`src/rtl/frame_reader_if.sv`:
```
// Bus read-port and pixel-stream bundles used by frame_reader.
// The bus bundle carries single-word read requests; the stream bundle carries words with frame markers.
interface mem_rd_if #(
  parameter int ADDR_W = 19
);
  logic              read;
  logic [ADDR_W-1:0] read_addr;
  logic              oValid;
  logic [31:0]       oData;

  modport master (output read, read_addr, input  oValid, oData);
  modport slave  (input  read, read_addr, output oValid, oData);
endinterface

interface pix_stream_if;
  logic        pix_valid;
  logic        pix_ready;
  logic [31:0] pix_data;
  logic        pix_sof;
  logic        pix_eol;
  logic        pix_eof;

  modport master (output pix_valid, pix_data, pix_sof, pix_eol, pix_eof, input  pix_ready);
  modport slave  (input  pix_valid, pix_data, pix_sof, pix_eol, pix_eof, output pix_ready);
endinterface

```
`src/rtl/frame_reader.sv`:
```
// Streams one padded frame from frame memory: one outstanding single-word read at a time,
// return words buffered with their sof/eol/eof markers in a small FWFT FIFO.
module frame_reader #(
  parameter int WIDTH      = 320,
  parameter int HEIGHT     = 240,
  parameter int PAD        = 1,
  parameter int BASE_ADDR  = 0,
  parameter int ADDR_W     = 19,
  parameter int FIFO_DEPTH = 8
) (
  input  logic clk,
  input  logic reset_n,
  input  logic start,
  output logic busy,
  output logic done,
  mem_rd_if.master     bus,
  pix_stream_if.master pix
);

  localparam int LINE  = WIDTH + 2 * PAD;
  localparam int TOTAL = LINE * (HEIGHT + 2 * PAD);
  localparam int K_W   = $clog2(TOTAL + 1);
  localparam int COL_W = $clog2(LINE + 1);
  localparam int PTR_W = $clog2(FIFO_DEPTH);
  localparam int CNT_W = PTR_W + 1;

  localparam logic [K_W-1:0]   TOTAL_K  = K_W'(TOTAL);
  localparam logic [K_W-1:0]   LAST_K   = K_W'(TOTAL - 1);
  localparam logic [COL_W-1:0] LAST_COL = COL_W'(LINE - 1);
  // One slot stays free so the in-flight word always has room when it returns.
  localparam logic [CNT_W-1:0] CREDIT   = CNT_W'(FIFO_DEPTH - 1);

  typedef enum logic [1:0] {S_IDLE, S_REQ, S_GAP, S_DRAIN} state_t;

  typedef struct packed {
    logic        sof;
    logic        eol;
    logic        eof;
    logic [31:0] data;
  } entry_t;

  state_t            state_q, state_d;
  logic [K_W-1:0]    k_q;
  logic [COL_W-1:0]  col_q;

  entry_t            fifo_mem [FIFO_DEPTH];
  logic [PTR_W-1:0]  wr_ptr, rd_ptr;
  logic [CNT_W-1:0]  count;
  logic              empty, credit, push, pop;
  entry_t            wr_entry, head;

  assign empty  = (count == '0);
  assign credit = (count < CREDIT);

  // Credit cannot drop while a request is pending (nothing is pushed until oValid),
  // so read and read_addr hold steady until the handshake.
  assign bus.read      = (state_q == S_REQ) && credit;
  assign bus.read_addr = ADDR_W'(BASE_ADDR) + ADDR_W'(k_q);

  assign push = bus.read && bus.oValid;
  assign pop  = !empty && pix.pix_ready;

  assign wr_entry.sof  = (k_q == '0);
  assign wr_entry.eol  = (col_q == LAST_COL);
  assign wr_entry.eof  = (k_q == LAST_K);
  assign wr_entry.data = bus.oData;

  assign head          = fifo_mem[rd_ptr];
  assign pix.pix_valid = !empty;
  assign pix.pix_data  = empty ? '0 : head.data;
  assign pix.pix_sof   = !empty && head.sof;
  assign pix.pix_eol   = !empty && head.eol;
  assign pix.pix_eof   = !empty && head.eof;

  assign busy = (state_q != S_IDLE);

  // NOTE: every always_comb output gets a default first, so no path can infer a latch.
  always_comb begin
    state_d = state_q;
    done    = 1'b0;
    case (state_q)
      S_IDLE:  if (start) state_d = S_REQ;
      S_REQ:   if (push)  state_d = S_GAP;
      S_GAP:   state_d = (k_q < TOTAL_K) ? S_REQ : S_DRAIN;
      S_DRAIN: begin
        if (empty) begin
          done    = 1'b1;
          state_d = S_IDLE;
        end
      end
      default: state_d = S_IDLE;
    endcase
  end

  // NOTE: sequential state uses non-blocking assignments so every register samples pre-edge values.
  always_ff @(posedge clk or negedge reset_n) begin
    if (!reset_n) begin
      state_q <= S_IDLE;
      k_q     <= '0;
      col_q   <= '0;
    end else begin
      state_q <= state_d;
      if (state_q == S_IDLE && start) begin
        k_q   <= '0;
        col_q <= '0;
      end else if (push) begin
        k_q   <= k_q + 1'b1;
        col_q <= (col_q == LAST_COL) ? '0 : col_q + 1'b1;
      end
    end
  end

  always_ff @(posedge clk or negedge reset_n) begin
    if (!reset_n) begin
      wr_ptr <= '0;
      rd_ptr <= '0;
      count  <= '0;
    end else begin
      if (push) wr_ptr <= wr_ptr + 1'b1;
      if (pop)  rd_ptr <= rd_ptr + 1'b1;
      case ({push, pop})
        2'b10:   count <= count + 1'b1;
        2'b01:   count <= count - 1'b1;
        default: count <= count;
      endcase
    end
  end

  // NOTE: storage is deliberately not reset; empty gating keeps stale entries invisible.
  always_ff @(posedge clk) begin
    if (push) fifo_mem[wr_ptr] <= wr_entry;
  end

endmodule

```
`src/flat_wrapper.sv`:
```
// flat-port wrapper written by rule: the top's interface ports become plain ports
module frame_reader_flat 
#(
  parameter int WIDTH      = 320,
  parameter int HEIGHT     = 240,
  parameter int PAD        = 1,
  parameter int BASE_ADDR  = 0,
  parameter int ADDR_W     = 19,
  parameter int FIFO_DEPTH = 8
)
  (clk, reset_n, start, busy, done, bus_read, bus_read_addr, bus_oValid, bus_oData, pix_pix_valid, pix_pix_data, pix_pix_sof, pix_pix_eol, pix_pix_eof, pix_pix_ready);
  mem_rd_if #(.ADDR_W(ADDR_W)) bus_i ();
  pix_stream_if pix_i ();
  input  logic clk;
  input  logic reset_n;
  input  logic start;
  output logic busy;
  output logic done;
  output wire logic [$bits(bus_i.read)-1:0] bus_read;
  output wire logic [$bits(bus_i.read_addr)-1:0] bus_read_addr;
  input wire logic [$bits(bus_i.oValid)-1:0] bus_oValid;
  input wire logic [$bits(bus_i.oData)-1:0] bus_oData;
  output wire logic [$bits(pix_i.pix_valid)-1:0] pix_pix_valid;
  output wire logic [$bits(pix_i.pix_data)-1:0] pix_pix_data;
  output wire logic [$bits(pix_i.pix_sof)-1:0] pix_pix_sof;
  output wire logic [$bits(pix_i.pix_eol)-1:0] pix_pix_eol;
  output wire logic [$bits(pix_i.pix_eof)-1:0] pix_pix_eof;
  input wire logic [$bits(pix_i.pix_ready)-1:0] pix_pix_ready;
  assign bus_read = bus_i.read;
  assign bus_read_addr = bus_i.read_addr;
  assign bus_i.oValid = bus_oValid;
  assign bus_i.oData = bus_oData;
  assign pix_pix_valid = pix_i.pix_valid;
  assign pix_pix_data = pix_i.pix_data;
  assign pix_pix_sof = pix_i.pix_sof;
  assign pix_pix_eol = pix_i.pix_eol;
  assign pix_pix_eof = pix_i.pix_eof;
  assign pix_i.pix_ready = pix_pix_ready;
  frame_reader #(.WIDTH(WIDTH), .HEIGHT(HEIGHT), .PAD(PAD), .BASE_ADDR(BASE_ADDR), .ADDR_W(ADDR_W), .FIFO_DEPTH(FIFO_DEPTH)) u_core (.clk(clk), .reset_n(reset_n), .start(start), .busy(busy), .done(done), .bus(bus_i), .pix(pix_i));
endmodule
```
`config.mk`:
```
export PLATFORM = sky130hd
export DESIGN_NAME = frame_reader_flat
export DESIGN_NICKNAME = d
export VERILOG_FILES = /design/src/rtl/frame_reader_if.sv /design/src/rtl/frame_reader.sv /design/src/flat_wrapper.sv
export SDC_FILE = /design/constraint.sdc
export NUM_CORES = 1
export LEC_CHECK = 0
export ABC_AREA = 1
export CAP_MARGIN = 30
export CORE_UTILIZATION = 60
export CTS_CLUSTER_DIAMETER = 120
export DETAILED_ROUTE_END_ITERATION = 12
export PLACE_DENSITY_LB_ADDON = 0.3
export SLEW_MARGIN = 20
export SYNTH_ARGS = -nofsm -noshare
export SYNTH_HDL_FRONTEND = slang
export SYNTH_SLANG_ARGS = --single-unit
```
`constraint.sdc`:
```
create_clock -name clk -period 8.1 [get_ports clk]
set_clock_uncertainty 0.2 [all_clocks]
set_input_delay 1.215 -clock clk [delete_from_list [all_inputs] [get_ports clk]]
set_output_delay 1.215 -clock clk [all_outputs]
set_load 0.005 [all_outputs]
```
==> results.json, run 1 <==
{
  "worst_ep_required_time_ns": 6.68,
  "synthMostInstantiatedCell": "sky130_fd_sc_hd__nor2_1",
  "post_cts_resized": 0,
  "drt-wirelength-per-cell_um": 17.7,
  "crit_path_start_kind": "flop",
  "timing.setup.tns_ns": 0,
  "num-fill-cells": 1499,
  "num_vias": 9091,
  "hold_viol": 0,
  "worst-slew-pin-transition_ns": 0.867,
  "timing_max_transition_violations_final": 0,
  "number_of_antenna_violations_at_the_first_check_in_global_routing": 0,
  "synth.lib_cells_used.distinct": 36,
  "yosysWarnings": 0,
  "dpl.hpwl_mm": 16.1,
  "crit_path_end_kind": "output port",
  "initial_core_util_pct": 61.5,
  "whs_path_depth": 2,
  "track_usage_pct": 25.0,
  "reg_to_reg_startpoint": "u_core.count[3]",
  "tightest_slew_margin_relative_to_the_limit_pct": 42.1,
  "clkLatencyLatePin_ns": 0.55,
  "cts_sinks": 318,
  "vdd.ir_drop.worst_v": 0.000221,
  "firstDrtPassIters": 5,
  "detail_route.drc_violations": 0,
  "drt-vias-per-instance": 5.72,
  "critical_path_class": "reg2out",
  "holdCritStartpoint": "u_core.count[3]",
  "synth-edff-count": 280,
  "drt-total-wl_mm": 28.1,
  "dpl.cell_count": 1531,
  "grt_pass1_vias": 8760,
  "drt_iter0_drc": 735,
  "tritoncts": "built",
  "sum_of_overflow_across_all_layers_after_global_routing": 0,
  "syn_inst": 1206,
  "first_pass_grt_wire_length_mm": 44.2,
  "grt_setup_unrepaired": "no",
  "cts_inserted_buffers": 31,
  "syn_area_per_cell_um2": 11.2,
  "fin_crit_sh_pct": 62.4,
  "core_area_um2": 21900,
  "post_cts_setup_driven_buffer_insertion_count": 0,
  "cts_max_level": 1,
  "async_reset_ff_share_pct": 11.9,
  "worstRegToRegCells": 11,
  "worstPathArrival_ns": 3.64,
  "power_density_nw_per_um2": 340,
  "fp-row-count": 54,
  "post-layout-total-power_mw": 5.30,
  "x_dimension_of_the_die_um": 152,
  "cell_accounting_for_the_most_synthesized_area": "sky130_fd_sc_hd__edfxtp_1",
  "final_nets": 1332,
  "clk_pin_slew_ns": 0.07,
  "insertedDiodeCount": 0,
  "gpl.final_weighted_congestion": 0.854,
  "die_area_um2": 23000,
  "max_clock_freq_mhz": 198,
  "num_io_pins": 95,
  "cts_max_path_buffers": 3,
  "run_status": "finished clean",
  "die_h_um": 152,
  "hold_path_class": "reg2reg",
  "setup_viol": 0,
  "synthTopCellsByCount": "sky130_fd_sc_hd__nor2_1 (324), sky130_fd_sc_hd__edfxtp_1 (280), sky130_fd_sc_hd__o21ai_1 (154), sky130_fd_sc_hd__o21ai_0 (110), sky130_fd_sc_hd__nand2_1 (96)",
  "multiInputGateArea_um2": 3640,
  "grt_start_max_net_pins": 101,
  "yosys_register_bits": 318,
  "ys_seq_area_share_pct": 69.5,
  "cp-startpoint": "u_core.rd_ptr[0]",
  "layout-drive-gt1-share_pct": 6.88,
  "syn_to_final_growth_pct": 16.0,
  "cap_viol_max_count": 0,
  "final.min_clock_period_ns": 5.05,
  "synthFlopType": "sky130_fd_sc_hd__edfxtp_1",
  "io_buffers": 92,
  "seqCellArea_um2": 9370,
  "crit_path_max_fanout": 76,
  "layoutNonFillerInstCount": 1589,
  "cts-root-buf": "sky130_fd_sc_hd__clkbuf_16",
  "synthesis.area_um2": 13500,
  "synthDominantCellAreaShare_pct": 62.5,
  "drtAntennaViolNets": 0,
  "utilization_pct": 71.3,
  "cts_hold_buf": 0,
  "synth_top_cells_by_area": "sky130_fd_sc_hd__edfxtp_1 (62%), sky130_fd_sc_hd__nor2_1 (9.0%), sky130_fd_sc_hd__dfrtp_1 (7.1%), sky130_fd_sc_hd__o21ai_1 (5.7%), sky130_fd_sc_hd__o21ai_0 (4.1%)",
  "total_leakage_power_nw": 5.48
}
==> sequential cells by signal, summed over array words and instances, names as in the netlist <==
signal	count
u_core.fifo_mem	280
u_core.k_q	17
u_core.col_q	9
u_core.count	4
u_core.rd_ptr	3
u_core.wr_ptr	3
u_core.state_q	2
==> layout by cell type, fill, tap and decap left out, types with 4 or more instances in the layout <==
cell type                         count
sky130_fd_sc_hd__xor2_1               6
sky130_fd_sc_hd__ha_1                 9
sky130_fd_sc_hd__inv_2                4
sky130_fd_sc_hd__nor2_1             318
sky130_fd_sc_hd__clkbuf_1             5
sky130_fd_sc_hd__nand2_1             96
sky130_fd_sc_hd__clkbuf_16           31
sky130_fd_sc_hd__o21ai_0            110
sky130_fd_sc_hd__buf_4               11
sky130_fd_sc_hd__nand3_2              4
sky130_fd_sc_hd__nand3_1             26
sky130_fd_sc_hd__edfxtp_1           280
sky130_fd_sc_hd__dfrtp_1             36
sky130_fd_sc_hd__clkinv_1             8
sky130_fd_sc_hd__nor3_1               4
sky130_fd_sc_hd__o21ai_1            154
sky130_fd_sc_hd__clkbuf_8             4
sky130_fd_sc_hd__clkdlybuf4s50_1     91
sky130_fd_sc_hd__inv_1               39
sky130_fd_sc_hd__nor2_4               9
sky130_fd_sc_hd__a21oi_1              9
sky130_fd_sc_hd__nand4_1             15
==> cell families after synthesis <==
| kind of cell | synth area share (%) |
|---|---|
| compound gates | 10.5 |
| xor+xnor | 0.521 |
| fa+ha+maj | 0.837 |
| buf+inv | 3.91 |
| flops | 69.5 |
| other cells | 0.0279 |
| simple gates | 14.7 |
==> report_power, final <==
part | total, mW | internal, mW | switching (mW)
combinational | 1.90 | 0.785 | 1.12
sequential | 2.09 | 1.94 | 0.145
clock | 1.31 | 0.734 | 0.577
total | 5.30 | 3.46 | 1.84
==> cell type report <==
type	count	area share, %
clock inverters	16	0.545
multi-input cells	781	23.3
repair buffers	110	7.41
flip-flops and latches	318	60.0
clock buffers	40	5.44
well taps	280	2.24
inverters	44	1.07
==> worst max-delay path, cell delays in order (launching register included) <==
cell and delay, ns:
sky130_fd_sc_hd__dfrtp_4 0.67, sky130_fd_sc_hd__inv_4 0.57, sky130_fd_sc_hd__buf_4 0.70, sky130_fd_sc_hd__o21ai_0 0.20, sky130_fd_sc_hd__o21ai_0 0.13, sky130_fd_sc_hd__nor2_1 0.07, sky130_fd_sc_hd__nor2_1 0.15, sky130_fd_sc_hd__clkdlybuf4s50_1 0.52
==> stage by stage <==
| step | worst slack (ns) | hold WS (ns) | instance area (µm²) |
|---|---|---|---|
| 2_1_floorplan | 3.48 | 0.242 | 13500 |
| 3_3_place_gp | 3.61 | 0.254 | 14500 |
| 3_5_place_dp | 3.64 | 0.263 | 14600 |
| 4_1_cts | 3.01 | 0.277 | 15600 |
| 5_1_grt | 2.78 | 0.319 | 15600 |
| 6_report | 3.05 | 0.274 | 15600 |
==> metal layers <==
layer	part of all wire [%]	routed length (µm)	vias to the layer above	GRT usage (%)
li1	-	-	4359	-
met1	42	11700	4354	34.5
met2	49	13800	332	41.5
met3	7.0	1970	46	3.11
met4	2.3	642	0	8.22
met5	0	0	-	0
==> final timing paths <==
check	endpoint	slack, ns
min	u_core.count[3]	0.27
min in group asynchronous	u_core.k_q[3]	0.40
max in group asynchronous	u_core.rd_ptr[1]	6.81
max reg2reg	u_core.count[2]	5.14
max	pix_pix_data[7]	3.05
min reg2reg	u_core.count[3]	0.27
Note: power is estimated with default switching activity, not from simulation.
==> run 2, diff against run 1 <==
--- a/config.mk
+++ b/config.mk
@@ -7,7 +7,7 @@
 export LEC_CHECK = 0
 export ABC_AREA = 1
 export CAP_MARGIN = 30
-export CORE_UTILIZATION = 60
+export CORE_UTILIZATION = 59
 export CTS_CLUSTER_DIAMETER = 120
 export DETAILED_ROUTE_END_ITERATION = 12
 export PLACE_DENSITY_LB_ADDON = 0.3
==> constraint.sdc (replaced) <==
create_clock -name clk -period 4.7 [get_ports clk]
set_clock_uncertainty 0.2 [all_clocks]
set_input_delay 0.705 -clock clk [delete_from_list [all_inputs] [get_ports clk]]
set_output_delay 0.705 -clock clk [all_outputs]
set_load 0.005 [all_outputs]
==> results.json, run 2 (same netlist as run 1, synthesis figures left out) <==
{
  "run_status": "finished clean",
  "grt_start_max_net_pins": 75,
  "holdCritStartpoint": "u_core.count[3]",
  "die_h_um": 153,
  "cts-root-buf": "sky130_fd_sc_hd__clkbuf_16",
  "hold_path_class": "reg2reg",
  "drt-vias-per-instance": 5.74,
  "cp_cell_sequence": "inv_4 > buf_4 > nor2_1 > o21ai_1 > o21ai_1 > nor2_1 > clkdlybuf4s50_1",
  "drt-total-wl_mm": 28.4,
  "clk_pin_slew_ns": 0.06,
  "sum_of_overflow_across_all_layers_after_global_routing": 0,
  "crit_path_end_kind": "output port",
  "clkLatencyLatePin_ns": 0.55,
  "tritoncts": "built",
  "insertedDiodeCount": 0,
  "fin_crit_sh_pct": 90.4,
  "syn_to_final_growth_pct": 16.3,
  "initial_core_util_pct": 60.9,
  "detail_route.drc_violations": 0,
  "crit_path_start_kind": "flop",
  "worst-slew-pin-transition_ns": 0.824,
  "final_nets": 1337,
  "hold_viol": 0,
  "grt_pass1_vias": 8752,
  "num_vias": 9139,
  "post_cts_resized": 0,
  "post_cts_setup_driven_buffer_insertion_count": 0,
  "timing.hold.worst_endpoint": "u_core.count[3]",
  "x_dimension_of_the_die_um": 153,
  "num-fill-cells": 1508,
  "rr_endpoint": "u_core.count[2]",
  "timing.setup.tns_ns": 0,
  "first_pass_grt_wire_length_mm": 45.4,
  "reg_top3": "u_core.fifo_mem x280, u_core.k_q x17, u_core.col_q x9",
  "grt_setup_unrepaired": "no",
  "number_of_antenna_violations_at_the_first_check_in_global_routing": 0,
  "fp-row-count": 54,
  "die_area_um2": 23400,
  "firstDrtPassIters": 5,
  "num_io_pins": 95,
  "drt-wirelength-per-cell_um": 17.8,
  "io_buffers": 92,
  "critical_path_class": "reg2out",
  "setup_viol": 0,
  "layout-drive-gt1-share_pct": 6.85,
  "power_density_nw_per_um2": 589,
  "regToRegSetupSlack_ns": 1.66,
  "vdd.ir_drop.worst_v": 0.000326,
  "reg_to_reg_startpoint": "u_core.count[0]",
  "cpMaxStageDelayCell": "sky130_fd_sc_hd__dfrtp_4",
  "whs_path_depth": 2,
  "layout_common_cells": "sky130_fd_sc_hd__nor2_1 (318), sky130_fd_sc_hd__edfxtp_1 (280), sky130_fd_sc_hd__o21ai_1 (154)",
  "drt_iter0_drc": 846,
  "worstRegToRegCells": 10,
  "cts_max_level": 1,
  "total_leakage_power_nw": 5.51,
  "drtAntennaViolNets": 0,
  "utilization_pct": 70.8,
  "cap_viol_max_count": 0,
  "cts_sinks": 318,
  "final.min_clock_period_ns": 4.25,
  "core_area_um2": 22100,
  "mostFrequentLayoutCell": "sky130_fd_sc_hd__nor2_1",
  "track_usage_pct": 24.7,
  "timing.critical_path.slowest_cell_delay_ns": 0.77,
  "worst_ep_required_time_ns": 3.80,
  "worstPathArrival_ns": 3.34,
  "tightest_slew_margin_relative_to_the_limit_pct": 44.9,
  "cts_inserted_buffers": 31,
  "max_flop_register": "u_core.fifo_mem",
  "gpl.final_weighted_congestion": 0.834,
  "largest_register_ffs": 280,
  "timing_max_transition_violations_final": 0,
  "dpl.hpwl_mm": 16.1,
  "cts_max_path_buffers": 3,
  "max_clock_freq_mhz": 235,
  "cts_hold_buf": 0,
  "crit_path_max_fanout": 74
}
## run 2: per-layer routing
layer	wire length [µm]	vias up	global-route usage, %
met5	0	-	0
li1	-	4369	-
met3	1860	56	3.01
met4	718	0	7.79
met1	11700	4358	33.8
met2	14100	356	41.5
## run 2: area by class of cell
type	instances	area, µm²	area share (%)
repair buffers	115	1170	7.47
multi-input cells	781	3640	23.2
clock buffers	44	855	5.46
well taps	280	350	2.24
inverters	44	168	1.07
clock inverters	11	101	0.648
flip-flops and latches	318	9370	59.9
## run 2: report_power, final
part           switching [mW]  total [mW]  internal, mW
clock                   0.964        2.33          1.36
combinational            1.92        3.30          1.37
sequential              0.251        3.60          3.34
## run 2: how the worst max path moves through the flow
stage,to,cells past startpoint,from
after floorplan,u_core.fifo_mem[3][0],4,bus_oValid
after global placement,pix_pix_data[22],7,u_core.rd_ptr[0]
after detailed placement,pix_pix_data[22],7,u_core.rd_ptr[0]
after CTS,pix_pix_data[22],7,u_core.rd_ptr[0]
after global routing,pix_pix_data[22],7,u_core.rd_ptr[0]
final,pix_pix_data[22],7,u_core.rd_ptr[0]
## run 2: worst max-delay path: cells and delay by family, from the launching register on
| family | cells | cell delay [ns] |
|---|---|---|
| AO/OA/AOI/OAI | 2 | 0.23 |
| flip-flops | 1 | 0.77 |
| AND/OR/NAND/NOR | 2 | 0.24 |
| buffers and inverters | 3 | 1.53 |
## run 2: metrics by stage
stage                     setup WS [ns]  power, mW  std cells  hold WS, ns  area (µm²)
after floorplan                   0.589       5.64       1207        0.209       13500
after CTS                         0.439       9.28       1591       0.0979       15600
after global routing              0.250       9.78       1593        0.329       15600
final                             0.452       9.22       1593        0.275       15600
after detailed placement           1.03       6.93       1536        0.265       14700
after global placement             1.10       6.84       1535        0.254       14600
